## src/rtl/bg_pixel_fetcher.sv

```systemverilog
// Background/window tile fetcher: walks one scanline of tiles through a combinational VRAM
// port and feeds a 16-entry 2-bit pixel FIFO. Window support is compiled in with BG_WINDOW_EN.
//
// state | meaning
// IDLE  | no line in progress, VRAM address parked at 0
// MAP   | read tile-map index
// LO    | read low bitplane byte of the tile row
// HI    | read high bitplane byte of the tile row
// PUSH  | write 8 pixels once the FIFO holds 8 or fewer
module bg_pixel_fetcher (
    input  logic        clk_i,
    input  logic        reset_i,
    input  logic        line_start_i,
    input  logic [7:0]  ly_i,
    input  logic [7:0]  scx_i,
    input  logic [7:0]  scy_i,
    input  logic        bg_map_sel_i,
    input  logic        tile_data_sel_i,
    input  logic        win_en_i,
    input  logic        win_map_sel_i,
    input  logic [7:0]  wx_i,
    input  logic [7:0]  wy_i,
    output logic [12:0] vram_addr_o,
    input  logic [7:0]  vram_data_i,
    output logic        pix_valid_o,
    input  logic        pix_ready_i,
    output logic [1:0]  pix_data_o,
    output logic        busy_o,
    output logic        line_done_o
);
    typedef enum logic [2:0] {S_IDLE, S_MAP, S_LO, S_HI, S_PUSH} state_t;

    state_t      state_q, state_d;
    logic [4:0]  tile_x_q, tile_x_d;
    logic [7:0]  idx_q, idx_d;
    logic [7:0]  lo_q, lo_d;
    logic [7:0]  hi_q, hi_d;
    logic [7:0]  x_q, x_d;
    logic [2:0]  discard_q, discard_d;
    logic        done_q, done_d;
    logic        win_mode_q, win_mode_d;
    logic        win_seen_q, win_seen_d;

    logic [1:0]  fifo_q [16];
    logic [3:0]  rd_ptr_q, rd_ptr_d;
    logic [3:0]  wr_ptr_q, wr_ptr_d;
    logic [4:0]  count_q, count_d;

    logic [7:0]  row_y;
    logic [7:0]  fetch_y;
    logic [4:0]  map_col;
    logic [12:0] map_base;
    logic [12:0] tile_base;
    logic [12:0] row_off;
    logic        win_trig;
    logic        pop_ext;
    logic        pop_int;
    logic        push;

    assign busy_o = (state_q != S_IDLE);

`ifdef BG_WINDOW_EN
    logic [7:0] win_x;
    assign win_x    = (wx_i < 8'd7) ? 8'd0 : wx_i - 8'd7;
    assign win_trig = busy_o && win_en_i && !win_seen_q && (ly_i >= wy_i) && (x_q == win_x);
`else
    logic unused_win;
    assign unused_win = ^{win_en_i, wx_i};
    assign win_trig   = 1'b0;
`endif

    // In window mode the row comes from ly-wy and the column from tile_x alone.
    assign row_y     = ly_i + scy_i;
    assign fetch_y   = win_mode_q ? (ly_i - wy_i) : row_y;
    assign map_col   = win_mode_q ? tile_x_q : (scx_i[7:3] + tile_x_q);
    assign map_base  = (win_mode_q ? win_map_sel_i : bg_map_sel_i) ? 13'h1C00 : 13'h1800;
    assign tile_base = tile_data_sel_i ? {1'b0, idx_q, 4'b0000}
                                       : 13'h1000 + {idx_q[7], idx_q, 4'b0000};
    assign row_off   = {9'd0, fetch_y[2:0], 1'b0};

    assign pix_valid_o = busy_o && (count_q != 5'd0) && (discard_q == 3'd0) && !win_trig;
    assign pix_data_o  = pix_valid_o ? fifo_q[rd_ptr_q] : 2'b00;
    assign pop_ext     = pix_valid_o && pix_ready_i;
    assign pop_int     = busy_o && (discard_q != 3'd0) && (count_q != 5'd0);
    assign push        = (state_q == S_PUSH) && (count_q <= 5'd8);
    assign line_done_o = done_q;

    always_comb begin
        vram_addr_o = 13'd0;
        case (state_q)
            S_MAP:   vram_addr_o = map_base + {3'b000, fetch_y[7:3], map_col};
            S_LO:    vram_addr_o = tile_base + row_off;
            S_HI:    vram_addr_o = tile_base + row_off + 13'd1;
            default: vram_addr_o = 13'd0;
        endcase
    end

    always_comb begin
        state_d    = state_q;
        tile_x_d   = tile_x_q;
        idx_d      = idx_q;
        lo_d       = lo_q;
        hi_d       = hi_q;
        x_d        = x_q;
        discard_d  = discard_q;
        done_d     = 1'b0;
        win_mode_d = win_mode_q;
        win_seen_d = win_seen_q;
        rd_ptr_d   = rd_ptr_q + ((pop_ext || pop_int) ? 4'd1 : 4'd0);
        wr_ptr_d   = wr_ptr_q + (push ? 4'd8 : 4'd0);
        count_d    = count_q + (push ? 5'd8 : 5'd0) - ((pop_ext || pop_int) ? 5'd1 : 5'd0);

        case (state_q)
            S_MAP: begin
                idx_d   = vram_data_i;
                state_d = S_LO;
            end
            S_LO: begin
                lo_d    = vram_data_i;
                state_d = S_HI;
            end
            S_HI: begin
                hi_d    = vram_data_i;
                state_d = S_PUSH;
            end
            S_PUSH: begin
                if (push) begin
                    tile_x_d = tile_x_q + 5'd1;
                    state_d  = S_MAP;
                end
            end
            default: ;
        endcase

        if (pop_int) begin
            discard_d = discard_q - 3'd1;
        end

        if (pop_ext) begin
            if (x_q == 8'd159) begin
                state_d  = S_IDLE;
                x_d      = 8'd0;
                rd_ptr_d = 4'd0;
                wr_ptr_d = 4'd0;
                count_d  = 5'd0;
                done_d   = 1'b1;
            end else begin
                x_d = x_q + 8'd1;
            end
        end

        if (win_trig) begin
            state_d    = S_MAP;
            tile_x_d   = 5'd0;
            discard_d  = 3'd0;
            rd_ptr_d   = 4'd0;
            wr_ptr_d   = 4'd0;
            count_d    = 5'd0;
            win_mode_d = 1'b1;
            win_seen_d = 1'b1;
        end

        // A new line overrides everything else happening this cycle.
        if (line_start_i) begin
            state_d    = S_MAP;
            tile_x_d   = 5'd0;
            x_d        = 8'd0;
            discard_d  = scx_i[2:0];
            rd_ptr_d   = 4'd0;
            wr_ptr_d   = 4'd0;
            count_d    = 5'd0;
            done_d     = 1'b0;
            win_mode_d = 1'b0;
            win_seen_d = 1'b0;
        end
    end

    always_ff @(posedge clk_i) begin
        if (reset_i) begin
            state_q    <= S_IDLE;
            tile_x_q   <= 5'd0;
            idx_q      <= 8'd0;
            lo_q       <= 8'd0;
            hi_q       <= 8'd0;
            x_q        <= 8'd0;
            discard_q  <= 3'd0;
            done_q     <= 1'b0;
            win_mode_q <= 1'b0;
            win_seen_q <= 1'b0;
            rd_ptr_q   <= 4'd0;
            wr_ptr_q   <= 4'd0;
            count_q    <= 5'd0;
        end else begin
            state_q    <= state_d;
            tile_x_q   <= tile_x_d;
            idx_q      <= idx_d;
            lo_q       <= lo_d;
            hi_q       <= hi_d;
            x_q        <= x_d;
            discard_q  <= discard_d;
            done_q     <= done_d;
            win_mode_q <= win_mode_d;
            win_seen_q <= win_seen_d;
            rd_ptr_q   <= rd_ptr_d;
            wr_ptr_q   <= wr_ptr_d;
            count_q    <= count_d;
        end
    end

    // Leftmost pixel (bit 7) lands at the current write pointer.
    always_ff @(posedge clk_i) begin
        if (push) begin
            for (int i = 0; i < 8; i++) begin
                fifo_q[wr_ptr_q + 4'(i)] <= {hi_q[3'(7 - i)], lo_q[3'(7 - i)]};
            end
        end
    end
endmodule

```

## config.mk

```make
export PLATFORM = sky130hd
export DESIGN_NAME = bg_pixel_fetcher
export DESIGN_NICKNAME = d
export VERILOG_FILES = /design/src/rtl/bg_pixel_fetcher.sv
export SDC_FILE = /design/constraint.sdc
export NUM_CORES = 1
export LEC_CHECK = 0
export ABC_AREA = 1
export CAP_MARGIN = 40
export CORE_ASPECT_RATIO = 1.75
export CORE_MARGIN = 2
export CORE_UTILIZATION = 52
export DETAILED_ROUTE_END_ITERATION = 12
export PLACE_DENSITY = 0.81
export SLEW_MARGIN = 5
export SYNTH_ARGS = -nofsm -noshare
export SYNTH_HDL_FRONTEND = slang
export SYNTH_SLANG_ARGS = --single-unit
```

## constraint.sdc

```tcl
create_clock -name clk_i -period 3.7 [get_ports clk_i]
set_input_delay 1.11 -clock clk_i [delete_from_list [all_inputs] [get_ports clk_i]]
set_output_delay 1.11 -clock clk_i [all_outputs]
set_load 0.02 [all_outputs]
```

### Yosys cells after proc, flatten, opt, wreduce, memory -nomap -nowiden

Memories as Yosys holds them, arrays and structs flattened. A register that Yosys moved wholly into a read port is not among the register bits.
Cells that the tools add are included.

| word-level totals | value |
|---|---|
| bits in registers | 49 |
| bits in writable memories | 32 |
| input port bits | 56 |
| output and inout bits | 18 |
| word-level logic and storage cells | 81 |
| memories | 1 |

| operators by class | value |
|---|---|
| add/sub/neg operators | 20 |
| $lt $le $gt $ge | 1 |
| equal/unequal tests | 5 |
| mux-type cells | 26 |
| bitwise gates (word level) | 1 |
| reduce and logical (&&, ||, !) cells | 15 |

Memory list:

| name | depth | width | rd ports | clocked after Yosys merged registers in | write ports | line | source |
|---|---|---|---|---|---|---|---|
| fifo_q | 16 | 2 | 1 | 1 | 8 | 44 | `logic [1:0] fifo_q [16];` |

Operators with widths:

| kind | count |
|---|---|
| $pmux W13 S3 | 1 |
| $mux W4 | 7 |
| $add A4 B3 Y4 const B | 4 |
| $mux W3 | 5 |
| $add A12 B11 Y13 | 1 |
| $add A13 B1 Y13 const B | 1 |
| $add A13 B13 Y13 const A | 1 |
| $add A13 B4 Y13 | 1 |
| $mux W13 | 1 |
| $pmux W3 S4 | 1 |
| $mux W11 | 1 |
| $mux W5 | 2 |
| $add A4 B2 Y4 const B | 2 |
| $add A8 B1 Y8 const B | 1 |
| $add A8 B8 Y8 | 1 |
| $eq A8 B8 Y1 const B | 1 |
| $mux W8 | 1 |
| $eq A3 B2 Y1 const B | 2 |
| $logic_and A1 B1 Y1 | 6 |
| $mux W1 | 6 |
| $reduce_bool A3 Y1 | 2 |
| $add A5 B1 Y5 const B | 1 |
| $add A5 B4 Y5 | 1 |
| $add A5 B5 Y5 | 1 |
| 17 further kinds | 17 |

### Depth between registers and ports, before layout

Gate-level depths: netlist of the first run.

| logic depth | value |
|---|---|
| word-level depth | 10 |
| mapped depth | 14 |
| depth with buffers taken out | 14 |

### Worst setup path after synthesis of the first run

No wires, ideal clock.

| path | value |
|---|---|
| kind | in2out |
| from | input port ly_i[0] |
| to | output port vram_addr_o[8] |
| arrival | 2.557 ns |
| required time | 2.590 ns |
| setup slack | 0.033 ns |
| cell stages on the path | 9 |
| buffers on the path | 0 |
| path through | ha_1 fa_1 nand3_1 nand2_1 nand3_1 nand2_1 nand2_1 nand2_1 o21ai_0 |

| on the way | value |
|---|---|
| longest elaborated chain between the ends | 4 |
| elaborated cells between the ends (all ways) | 5 |
| classes of those cells | add/sub (4); mux (1) |

Ends and longest elaborated chain:

| what | line | source |
|---|---|---|
| start: declaration | 14 | `input logic [7:0] ly_i,` |
| $add A8 B8 Y8 (*) | 73 | `assign row_y = ly_i + scy_i;` |
| $add A13 B4 Y13 | 92, 93 |  |
| $add A13 B1 Y13 | 93 | `S_HI: vram_addr_o = tile_base + row_off + 13'd1;` |
| $pmux W13 S3 (*) | 90 | `case (state_q)` |
| end: declaration | 23 | `output logic [12:0] vram_addr_o,` |

Every way passes the cells marked *; elsewhere a longest branch is shown, timed or not.

### Worst setup path after layout of the first run

| path | value |
|---|---|
| from | input port ly_i[6] |
| to | output port vram_addr_o[9] |

| on the way | value |
|---|---|
| longest elaborated chain between the ends | 3 |

Ends and longest elaborated chain:

| what | line | source |
|---|---|---|
| $add A8 B8 Y8 | 73 |  |
| $add A12 B11 Y13 | 91 | `S_MAP: vram_addr_o = map_base + {3'b000, fetch_y[7:3], map_col};` |
| $pmux W13 S3 | 90 |  |

No other way between the ends.

==> results.md, run 1 <==
* Drt via density at 5.218
* Post-synth EDFFs at 20
* Proportion of synthesized area in mux cells at 0
* Share of layout cells above drive strength 1 at 0.1391
* Placed cell count at 606
* GR peak layer: met2
* Drt pass-1 iters at 5
* Core Region at 6807 sq um
* HPWL Detailed at 6055 um
* Largest net degree at the start of global routing at 20
* Htree depth at 3
* Worst EP arrival at 2.54 ns
* DR vias at ~3300
* Cell Area, Synth at approximately 3600 sq um
* Dominant cell type by area after synthesis: dfxtp_1
* Die Footprint at roughly 7700 sq um
* Clk_lat worst skew at 0.33 ns
* Vias in the first global route at 3023
* Final setup vio count at 0
* XOR/XNOR share of the synthesized area at 0.03146
* Mapped Cells at around 470
* Final setup TNS at 0 ns
* Fill count at 530
* Compound-gate portion of the synthesized area at 0.1390
* Adder-Cell Fraction of Synth Area at 0.09955
* Worst-path fanout max at 4
* Area of the multi-input gates at between 1500 and 2000 sq um
* Max Root-Sink Buffers at 2
* Register area share after synthesis at 0.4203
* Residual DRC at 0
* Relative slew slack at 0.6152
* Flops & latches, synth at 66
* Synth-to-Final Area Change at 31.73%
* Most numerous cell in the Yosys netlist: nand2_1
* Met3 Track Usage GR at 0.04228
* Global-route wire length before repair at 13380 um
* Area share of the largest cell type after synthesis at 0.2544
* Worst Path Required at 2.59 ns
* Max-Cap Viols at 0
* Pleak at 1.933 nW
* Clock root cell: clkbuf_16
* Setup ws final at 0.05267 ns
* Hold Violations, Final at 0
* CTS tree: yes
* Pwr Density at 468.1 nW/um^2
* Worst Hold Class: reg -> reg
* Slew @ Worst Pin at between 0.5 and 0.6 ns
* # IOs at 74
* Yosys cell types at 34
* CP Launch Type: primary input
* DIE WIDTH at approximately 67 um
* Chip Height at between 100 and 150 um
* Synth Area in Simple Gates at 0.2271
* Average size of a mapped cell at about 7.8 sq um
* Setup CP Type: in -> out
* Synth cell count leaders: 90 x nand2_1, 58 x inv_1, 51 x nor2_1, 46 x dfxtp_1, 45 x o21ai_0
* Iteration-0 DRC count of the detailed router at 111
* Worst reg2reg path depth at 13
* Crit share post-route at 0.9858
* Most area-consuming cells after synthesis: dfxtp_1 25%, edfxtp_1 17%, nand2_1 9.3%
* Pre-CTS WS at -0.8482 ns
* Clock slew at reported path FFs at 0.05 ns
* Worst IR Drop VDD at around 0.45 mV
* WL per Instance at ~13 um
* Rows at 40
* Initial Utilization at 0.5318
* IO Port Bufs at 55
* Largest family of logic cells by synthesized area: simple AND/OR/NAND/NOR gates
* Hold WS at 0.4613 ns
* FF+latch area at 1521 sq um
* Outcome: complete, no violations
* Met2 usage at 0.4495
* Clock skew at 0.003500 ns
* Net count, final at between 600 and 700
* GP Congestion at 0.8400
* Post-synth ARST share at 0
* Crit path capture type: primary output
* Synthesis Warnings at 0
* Max Slew Vio Count at 0
* Total track usage at 0.2304
* Hold depth at 2
* Fmax at 274.2 MHz
* Final ANT Viol Nets at 0
* Total CTS buffers at 9
* Ys flop type: dfxtp_1
* Worst R2R Setup Slack at 1.48 ns
* Initial antenna violation count at 0
* Minimum clock period at roughly 3.6 ns
* Pwr Total at between 2 and 2.5 mW
* Grt met1 use at 0.2344
* Drt total wl at 8289 um
* Total gr overflow at 0
* N_diodes at 0
* # clock sinks at 66
* Cell Count, Final, Fillers Out at around 620
flip-flops by register name (all words and copies together), names as in the netlist:
name         flops
wr_ptr_q         1
hi_q             4
line_done_o      1
count_q          5
x_q              8
tile_x_q         5
idx_q            8
state_q          3
rd_ptr_q         4
discard_q        3
fifo_q          20
lo_q             4
worst paths after layout:
kind                                    from             end
worst max-delay path                 ly_i[6]  vram_addr_o[9]
worst min-delay path                idx_q[2]        idx_q[2]
worst max register to register  discard_q[0]      count_q[3]
worst min register to register      idx_q[2]        idx_q[2]
worst max-delay path, stage by stage:
cell and delay, ns:
clkdlybuf4s50_1 0.51, ha_4 0.23, a21oi_1 0.15, o21a_1 0.16, nand3b_1 0.08, nand3_1 0.09
nand2_1 0.06, buf_4 0.15
per-layer routing:
layer  up-vias  share of wire  wire length, um
met5         -              0                0
met4         0          0.018              151
met3        13          0.028              233
met2        57           0.57             4748
met1      1528           0.38             3156
li1       1653              -                -
cells by family after synthesis:
| family | after synthesis |
|---|---|
| AO/OA/AOI/OAI | 95 |
| flip-flops | 66 |
| AND/OR/NAND/NOR | 191 |
| buffers and inverters | 74 |
| adder cells (fa/ha/maj) | 27 |
| XOR/XNOR | 13 |
| other | 1 |
placed cells by master, fill, tap and decap left out, drive strengths merged, types with 3 or more instances in the layout:
master / count
bufinv: 3
buf: 19
clkdlybuf4s15: 4
clkdlybuf4s50: 34
nand3: 33
xor2: 8
inv: 62
clkinvlp: 3
dfxtp: 46
nor3: 4
o21ai: 47
xnor2: 5
fa: 3
edfxtp: 20
dlygate4sd2: 6
a21oi: 39
nor2: 55
ha: 24
nand2: 94
clkbuf: 9
conb: 4
report_power, final:
part	switching (mW)	total (mW)	internal (mW)
registers	0.0242	0.801	0.776
logic	0.259	0.459	0.200
clock network	0.316	0.972	0.656
total	0.600	2.23	1.63
what timing repair did:
| item | in CTS | in global routing |
|---|---|---|
| gates resized for setup | 74 | 19 |
| endpoints found under the setup margin | 9 | 5 |
| buffers inserted | 1 | 0 |
| pin swaps | 11 | 8 |
| hold buffers | 0 | 0 |
final cells by class:
cell class              instances  share of cell area
clock buffers                   9             0.04723
clock inverters                 7             0.02467
inverters                      62             0.04881
multi-input cells             330              0.4128
flip-flops and latches         66              0.3191
well taps                      84             0.02204
repair buffers                 65              0.1254
stage by stage:
step,utilization,area [sq um]
final,0.7006,4768
after global routing,0.7006,4768
after CTS,0.6882,4684
after detailed placement,0.6305,4292
after global placement,0.6305,4292
after floorplan,-,3631
Note: power is estimated with default switching activity, not from simulation.
==> run 2, diff against run 1 <==
--- a/config.mk
+++ b/config.mk
@@ -10,7 +10,9 @@
 export CORE_ASPECT_RATIO = 1.75
 export CORE_MARGIN = 2
 export CORE_UTILIZATION = 52
+export CTS_CLUSTER_DIAMETER = 80
 export DETAILED_ROUTE_END_ITERATION = 12
+export GPL_TIMING_DRIVEN = 0
 export PLACE_DENSITY = 0.81
 export SLEW_MARGIN = 5
 export SYNTH_ARGS = -nofsm -noshare
==> run 2 against run 1 <==
Compared with the run above: the flow now finishes with violations (negative setup slack); global-route usage rose by 0.88 points; first-iteration DRC count rose by 48%; die area did not move; critical path depth rose by 3; register-to-register slack got worse by 0.18 ns; combinational power rose by 2%; clock power fell by 25%; sequential share of layout area rose by 0.33 points; maximum frequency fell by 1.8%; core utilization fell by 0.72 points; worst hold slack got worse by 0.011 ns; critical endpoint is now vram_addr_o[8].
==> results.md, run 2 (synthesis results as in run 1) <==
* Net count, final at 623 (+0.97%)
* Synth-to-Final Area Change at 30.38%
* Post-layout instance area at 4720 sq um (-1.0%)
* Worst-path fanout max at 3 (-1)
* Chip Height at 114.4 um (unchanged)
* Die Footprint at 7671 sq um (unchanged)
* Max Slew Vio Count at 0 (unchanged)
* DIE WIDTH at 67.07 um (unchanged)
* Max-Cap Viols at 0 (unchanged)
* Crit path capture type: primary output
* Initial Utilization at 0.5318 (unchanged)
* Htree depth at 3 (unchanged)
* Clock root cell: clkbuf_16
* DR vias at 3314 (+1.9%)
* Largest register by flop count: fifo_q
* Failing checks: negative setup slack
* Worst IR Drop VDD at 0.2664 mV (-41%)
* Drt total wl at 8687 um (+4.8%)
* Pwr Total at 1.990 mW (-11%)
* Rows at 40 (unchanged)
* Hold Violations, Final at 0 (unchanged)
* Total gr overflow at 0 (unchanged)
* # clock sinks at 66 (unchanged)
* Most common cell after layout, fill and taps aside: nand2_1
* Worst Hold Class: reg -> reg
* DP Area at 4277 sq um (-0.35%)
* Drt via density at 5.269 (+0.97%)
* Clock skew at 0.004846 ns (+0.001346 ns)
* Iteration-0 DRC count of the detailed router at 164 (+48%)
* Final ANT Viol Nets at 0 (unchanged)
* Minimum clock period at 3.714 ns (+0.06663 ns)
* CP Launch Type: primary input
* Core Region at 6807 sq um (unchanged)
* Share of layout cells above drive strength 1 at 0.1303 (-0.008871)
* WL per Instance at 13.81 um (+3.8%)
* Largest net degree at the start of global routing at 11 (-45%)
* Vias in the first global route at 3258 (+7.8%)
* Top flop regs: fifo_q: 20 flops, idx_q: 8 flops, x_q: 8 flops
* Residual DRC at 0 (unchanged)
* # IOs at 74 (unchanged)
* Worst Path Buf+Inv at 2 (unchanged)
* Largest register FFs at 20 (unchanged)
* Setup ws final at -0.01396 ns (-0.06663 ns)
* Relative slew slack at 0.5990 (-0.01623)
* Max Root-Sink Buffers at 2 (unchanged)
* Initial antenna violation count at 0 (unchanged)
* CTS tree: yes
* Fmax at 269.3 MHz (-1.8%)
* Drt pass-1 iters at 4 (-1)
* Total CTS buffers at 9 (unchanged)
* Pwr Density at 421.6 nW/um^2 (-9.9%)
* Final setup vio count at 1 (+1)
* Worst EP arrival at 2.60 ns (+0.06 ns)
* Worst path cell trace: dlygate4sd2_1 -> ha_2 -> fa_2 -> nand3_2 -> nand2_4 -> nand3_2 -> nand2_2 -> nand2_1 -> nand2_1 -> o21ai_1 -> buf_4
* HPWL Detailed at 6229 um (+2.9%)
* Crit share post-route at 1.004 (+0.01801)
* Slew @ Worst Pin at 0.5994 ns (+0.02220 ns)
* Unrepaired setup endpoints after global routing: yes
* Pre-CTS WS at -0.8356 ns (+0.01256 ns)
* Clock slew at reported path FFs at 0.05 ns (about the same)
* Max incr delay on CP at 0.37 ns (-0.14 ns)
* Setup CP Type: in -> out
* Outcome: complete, but fails checks
* Crit path max-delay family: adder cells
* Pleak at 1.950 nW (+0.88%)
* Worst Path Required at 2.59 ns (about the same)
* Total track usage at 0.2392 (+0.008791)
* Critical-path top delay cell: fa_2
* Final setup TNS at -0.01396 ns (-0.01396 ns)
* Clk_lat worst skew at 0.33 ns (about the same)
* Commonest non-fill, non-tap cells in the layout: 86 x nand2_1, 58 x inv_1, 51 x nor2_1
* N_diodes at 0 (unchanged)
* Global-route wire length before repair at 13820 um (+3.3%)
* GP Congestion at 0.8452 (+0.62%)
* IO Port Bufs at 54 (-1.8%)
run 2: cell types whose count changed in the layout (fill, tap and decap cells not counted), moves of 2 or more:
cell             previous run  this run
nand2_1                    84        86
clkbuf_1                    0        10
clkinvlp_4                  3         0
clkinv_1                    0         3
clkdlybuf4s50_1            34        30
bufinv_16                   3         0
clkdlybuf4s15_1             4         0
nand2_2                     9         6
dlymetal6s2s_1              2         7
buf_4                      13        10
run 2: stage by stage:
| stage | util | hold slack [ns] | std cells |
|---|---|---|---|
| after CTS | 0.6770 | 0.4519 | 625 |
| after floorplan | - | 0.4245 | 470 |
| after global routing | 0.6934 | 0.4798 | 629 |
| final | 0.6934 | 0.4502 | 629 |
| after global placement | 0.6283 | 0.4359 | 608 |
| after detailed placement | 0.6283 | 0.4428 | 608 |
run 2: timing repair:
item / CTS / global route
resized for setup: 69 / 26
hold buffers: 0 / 0
pin swaps: 10 / 11
setup buffers: 1 / 4
setup endpoints to repair: 9 / 7
run 2: layout make-up:
type,count,area [sq um]
multi-input cells,330,1988
inverters,62,232.7
flip-flops and latches,66,1521
well taps,84,105.1
clock inverters,5,21.27
fillers,580,2087
repair buffers,59,555.5
plain buffers,12,62.56
clock buffers,11,232.7
run 2: worst register-to-register path, delay by kind of cell, from the launching register on:
| kind | cells | cell delay (ns) |
|---|---|---|
| fa+ha+maj | 4 | 0.93 |
| simple gates | 4 | 0.53 |
| xor+xnor | 1 | 0.18 |
| buf+inv | 4 | 0.35 |
| flops | 1 | 0.31 |
run 2: final timing paths:
| kind | startpoint | slack (ns) | cells after the start | end |
|---|---|---|---|---|
| setup / recovery | ly_i[0] | -0.01 | 11 | vram_addr_o[8] |
| setup reg to reg | discard_q[0] | 1.30 | 13 | count_q[3] |
| hold reg to reg | idx_q[6] | 0.45 | 2 | idx_q[6] |
| hold / removal | idx_q[6] | 0.45 | 2 | idx_q[6] |
run 2: where the power goes:
| group | switching [mW] | internal [mW] | leakage, nW | total [mW] |
|---|---|---|---|---|
| registers | 0.0203 | 0.777 | 0.552 | 0.798 |
| clock network | 0.282 | 0.443 | 0.126 | 0.725 |
| logic | 0.265 | 0.202 | 1.27 | 0.467 |
| total | 0.568 | 1.42 | 1.95 | 1.99 |
run 2: per-layer routing:
metal  up-vias  track usage  share of wire
met2        96       0.4508           0.57
met3        20      0.05506          0.037
li1       1671            -              -
met4         0       0.1102          0.027
met1      1527       0.2355           0.36
met5         -            0              0
